`config.mk`:
```
export PLATFORM = sky130hd
export DESIGN_NAME = shift_reg_pe_sync_rsth
export DESIGN_NICKNAME = d
export VERILOG_FILES = /design/src/rtl/shift_reg_pe_sync_rsth.sv
export SDC_FILE = /design/constraint.sdc
export NUM_CORES = 1
export LEC_CHECK = 0
export CORE_MARGIN = 1.5
export CORE_UTILIZATION = 28
export CTS_CLUSTER_SIZE = 10
export DETAILED_ROUTE_END_ITERATION = 8
export GPL_TIMING_DRIVEN = 0
export SLEW_MARGIN = 15
export SYNTH_ARGS = -nofsm -noshare
export SYNTH_HDL_FRONTEND = slang
export SYNTH_SLANG_ARGS = --single-unit
```
`constraint.sdc`:
```
create_clock -name clk -period 7.3 [get_ports clk]
set_input_delay 1.46 -clock clk [delete_from_list [all_inputs] [get_ports clk]]
set_output_delay 1.46 -clock clk [all_outputs]
set_load 0.01 [all_outputs]
```
`src/rtl/shift_reg_pe_sync_rsth.sv`:
```
`default_nettype none
// ============================================================================
//  Module   : shift_reg_pe_sync_rsth
//  Brief    : DEPTH x WIDTH shift register with per-stage valid flags,
//             parallel load and fill count. Rotate mode is compiled in only
//             when SHIFT_REG_ROTATE_EN is defined; otherwise mode 11 holds.
//  Revision : 1.0 - initial release
// ============================================================================
module shift_reg_pe_sync_rsth #(
    parameter int WIDTH = 8,
    parameter int DEPTH = 4
) (
    input  logic                        clk,
    input  logic                        rst,
    input  logic                        en,
    input  logic [1:0]                  mode,
    input  logic [WIDTH-1:0]            d,
    input  logic                        d_vld,
    input  logic [WIDTH*DEPTH-1:0]      pd,
    output logic [WIDTH-1:0]            q,
    output logic                        vld,
    output logic [WIDTH*DEPTH-1:0]      pq,
    output logic [$clog2(DEPTH+1)-1:0]  fill
);

    localparam int         c_TOTAL_W     = WIDTH * DEPTH;
    localparam int         c_FILL_W      = $clog2(DEPTH + 1);
    localparam logic [1:0] c_MODE_HOLD   = 2'b00;
    localparam logic [1:0] c_MODE_SHIFT  = 2'b01;
    localparam logic [1:0] c_MODE_LOAD   = 2'b10;
`ifdef SHIFT_REG_ROTATE_EN
    localparam logic [1:0] c_MODE_ROTATE = 2'b11;
`endif

    // Stage k lives in r_data[k*WIDTH +: WIDTH], matching the pd/pq packing.
    logic [c_TOTAL_W-1:0] r_data;
    logic [DEPTH-1:0]     r_flag;
    logic [c_FILL_W-1:0]  r_fill;

    logic [c_TOTAL_W-1:0] w_data_next;
    logic [DEPTH-1:0]     w_flag_next;
    logic [c_FILL_W-1:0]  w_fill_next;

    always_comb begin
        w_data_next = r_data;
        w_flag_next = r_flag;
        if (en) begin
            case (mode)
                c_MODE_HOLD: begin
                    w_data_next = r_data;
                    w_flag_next = r_flag;
                end
                c_MODE_SHIFT: begin
                    w_data_next = {r_data[c_TOTAL_W-WIDTH-1:0], d};
                    w_flag_next = {r_flag[DEPTH-2:0], d_vld};
                end
                c_MODE_LOAD: begin
                    w_data_next = pd;
                    w_flag_next = {DEPTH{1'b1}};
                end
`ifdef SHIFT_REG_ROTATE_EN
                c_MODE_ROTATE: begin
                    w_data_next = {r_data[c_TOTAL_W-WIDTH-1:0],
                                   r_data[c_TOTAL_W-1 -: WIDTH]};
                    w_flag_next = {r_flag[DEPTH-2:0], r_flag[DEPTH-1]};
                end
`endif
                default: begin
                    w_data_next = r_data;
                    w_flag_next = r_flag;
                end
            endcase
        end
    end

    // Fill is the popcount of the next flags, registered with them so it
    // never glitches and always agrees with the stored flags.
    always_comb begin
        w_fill_next = '0;
        for (int i = 0; i < DEPTH; i++) begin
            w_fill_next = w_fill_next + c_FILL_W'(w_flag_next[i]);
        end
    end

    always_ff @(posedge clk) begin
        if (rst) begin
            r_data <= '0;
            r_flag <= '0;
            r_fill <= '0;
        end else begin
            r_data <= w_data_next;
            r_flag <= w_flag_next;
            r_fill <= w_fill_next;
        end
    end

    assign q    = r_data[c_TOTAL_W-1 -: WIDTH];
    assign vld  = r_flag[DEPTH-1];
    assign pq   = r_data;
    assign fill = r_fill;

endmodule
`default_nettype wire

```
==> results of run 1 <==
[routing by layer]
metal  up-vias  GRT usage, %
met5         -             0
met4         0         5.279
met3         6         3.714
met2        62         22.02
met1       749         18.68
li1        846             -
[critical path, delay by kind of cell]
family / cells / cell delay, ps
AO/OA/AOI/OAI: 1 / 300
adder cells (fa/ha/maj): 4 / 1260
buffers and inverters: 2 / 530
AND/OR/NAND/NOR: 3 / 450
[registers in the layout, indices dropped and copies added, names as in the netlist]
name and flops:
r_flag 4, fill 3, pq 32
[power by group through the flow]
stage / Clock, mW / Combinational (mW) / Sequential, mW
after global routing: 0.163 / 0.183 / 0.249
final: 0.149 / 0.169 / 0.246
after detailed placement: 0 / 0.171 / 0.251
after global placement: 0 / 0.169 / 0.251
after floorplan: 0 / 0.0805 / 0.257
after CTS: 0.152 / 0.171 / 0.246
[cell usage after synthesis (all sizes together)]
cell type / n
a211oi: 36
clkbuf: 2
nand2b: 1
nor2: 40
fa: 1
inv: 2
ha: 4
dfxtp: 39
mux2i: 32
buf: 22
nor2b: 4
nor3: 4
[metrics by stage]
step,hold WS [ps],setup WS (ps),util [%],instance area (um2),total power [mW]
after floorplan,501.1,3794,-,1963,0.3378
after global placement,508.7,3193,43.63,2964,0.4200
after detailed placement,511.5,3171,43.63,2964,0.4216
after CTS,522.1,3479,44.88,3049,0.5694
after global routing,540.6,3358,44.88,3049,0.5939
final,515.8,3490,44.88,3049,0.5638
[logic make-up (layout without fill, tap and decap cells)]
kind of cell,count (synthesis),after routing,share of synthesized area [%]
mux,32,32,16.32
simple gates,49,49,10.64
buf+inv,26,122,10.83
fa+ha+maj,5,5,3.569
compound gates,36,36,18.87
flops,39,39,39.77
[final timing paths]
path / start / end / slack (ps) / cells past startpoint
worst max-delay path: mode[0] / fill[1] / 3490 / 10
worst min-delay path: pq[31] / pq[31] / 520 / 2
worst max register to register: r_flag[2] / fill[1] / 5450 / 6
worst min register to register: pq[31] / pq[31] / 520 / 2
[cell type report]
| class | count | area share, % |
|---|---|---|
| Buffer | 24 | 6.730 |
| Clock buffer | 6 | 2.380 |
| Clock inverter | 2 | 0.4103 |
| Inverter | 2 | 0.2462 |
| Multi-Input combinational cell | 122 | 31.80 |
| Sequential cell | 39 | 25.61 |
| Tap cell | 96 | 3.939 |
| Timing Repair Buffer | 88 | 28.89 |
==> impl_metrics.csv, run 1 <==
group,metric,value,unit
run_status,status,"complete, no violations",
power,power.internal,0.3974,mW
detailed_routing,viasPerCell,4.388,
synthesis,avgSynthCellArea,10.50,um2
sta,hold_violations,0,
power,p_comb_share,30.0,%
worst_setup_path,path_max_fanout,4,
floorplanning,die_y,86.73,um
grt,first_global_vias,1573,
cells_and_area,layout_common_cells,"clkdlybuf4s50_1, nor2_1, dfxtp_1",
synthesis,synth-seq-cells,39,
worst_hold_path,hold_path.class,"reg2reg",
worst_setup_path,worstSetupEndpointType,"flip-flop",
sta,setup_viol,0,
worst_setup_path,crit_chain,"clkdlybuf4s50_1 -> inv_1 -> ha_1 -> nand2b_1 -> a211oi_1 -> nor2_1 -> fa_1 -> ha_1 -> ha_1 -> nor2b_1",
detailed_routing,first_pass_iters,4,
place,dp.cells,371,
sta,rsz0062_at_grt,"false",
clock_network,ctsHtreeMaxLevel,2,
cells_and_area,syn2layout_area_growth,55.32,%
grt,grt_pass1_wl,8052,um
grt,globalRouteOverflowTotal,0,
grt,antenna_found_initial,0,
clock_network,cts_resized,0,
worst_setup_path,critPathMaxStageDelay,480,ps
detailed_routing,met1Wirelength,2415,um
clock_network,ctsRootBufferMaster,"clkbuf_8",
power,power_density,184.9,mW/mm2
clock_network,clk_latency,300,ps
sta,fin_setup_tns,0,ps
synthesis,synth_nets,238,
cells_and_area,drive_gt1_share,17.67,%
place,port_buffers,88,
power,p_seq_share,43.6,%
power,power.switching,0.1663,mW
clock_network,cts_max_path_buffers,2,
cells_and_area,nets,333,
worst_setup_path,required,7490,ps
floorplanning,die_w,86.73,um
sta,worstMarginPinSlew,861.5,ps
power,p_clk_share,26.4,%
clock_network,ctsHoldBuffers,0,
floorplanning,dieArea,0.007522,mm2
power,leakage,1.113,nW
synthesis,synth_area,0.001963,mm2
sta,period_needed,3810,ps
clock_network,numCtsBuffers,5,
cells_and_area,regArea,780.7,um2
worst_setup_path,arrival,4000,ps
detailed_routing,met2WireLength,2375,um
sta,finalClockSkew,5.029,ps
place,dpl.hpwl,3887,um
synthesis,yosysTopAreaCellShare,39.77,%
sta,fmaxAchievable,262.4,MHz
floorplanning,pin_count,90,
cells_and_area,instances_no_fill,379,
power,vdd_drop_max,0.00007360,V
detailed_routing,vias,1663,
grt,track_usage,14.11,%
place,finalWeightedCongestion,0.7538,
synthesis,synthTopCellsByArea,"dfxtp_1, mux2i_1, a211oi_2, nor2_1, a211oi_1",
detailed_routing,antenna_left,0,
floorplanning,start_util,28.90,%
sta,slew_headroom,42.57,%
worst_setup_path,crit_type,"in2reg",
sta,slew_violations,0,
worst_setup_path,worstSetupStartpointType,"input pin",
detailed_routing,top_layer,"met4",
job,cap_violations,0,
detailed_routing,wire_per_inst,13.68,um
cells_and_area,antenna_cells,0,
synthesis,synth_largest_area_cell,"dfxtp_1",
clock_network,clk_pin_slew,80,ps
cells_and_area,multi_input_area,969.7,um2
clock_network,cts_tree,"built",
clock_network,cts.sink_count,39,
detailed_routing,wirelength,5183,um
clock_network,cts_setup_buffers,0,
power,p_sw_share,29.50,%
floorplanning,core-area,0.006794,mm2
cells_and_area,fill_cells,665,
worst_setup_path,cp_slowest_cell,"clkdlybuf4s50_1",
floorplanning,rows,30,
detailed_routing,met3_length,316,um
synthesis,synth_cell_type_count,18,
cells_and_area,final_common_cell,"clkdlybuf4s50_1",
detailed_routing,initialDrtViolationCount,63,
sta,period_share,52.20,%
detailed_routing,drc,0,
worst_setup_path,crit_path_frequent_cell,"ha_1",
synthesis,yosysWarnings,0,
synthesis,synthCells,187,
synthesis,ys_seq_area_share,39.77,%
grt,grt_max_degree,13,
(Power assumes the default switching activity.)
==> run 2: changes to the inputs <==
clock period = 3.55 ns   (was 7.3 ns; I/O delays follow)
==> results of run 2 <==
Same layout as run 1 (identical final DEF). Status: complete, no violations.
Main changes from that run: setup slack after placement 3171 ps -> 171.5 ps; setup slack after layout 3490 ps -> 489.6 ps; register-to-register setup slack 5450 ps -> 1700 ps; total power 0.5638 mW -> 1.159 mW; worst IR drop on VDD 0.00007360 V -> 0.0001514 V
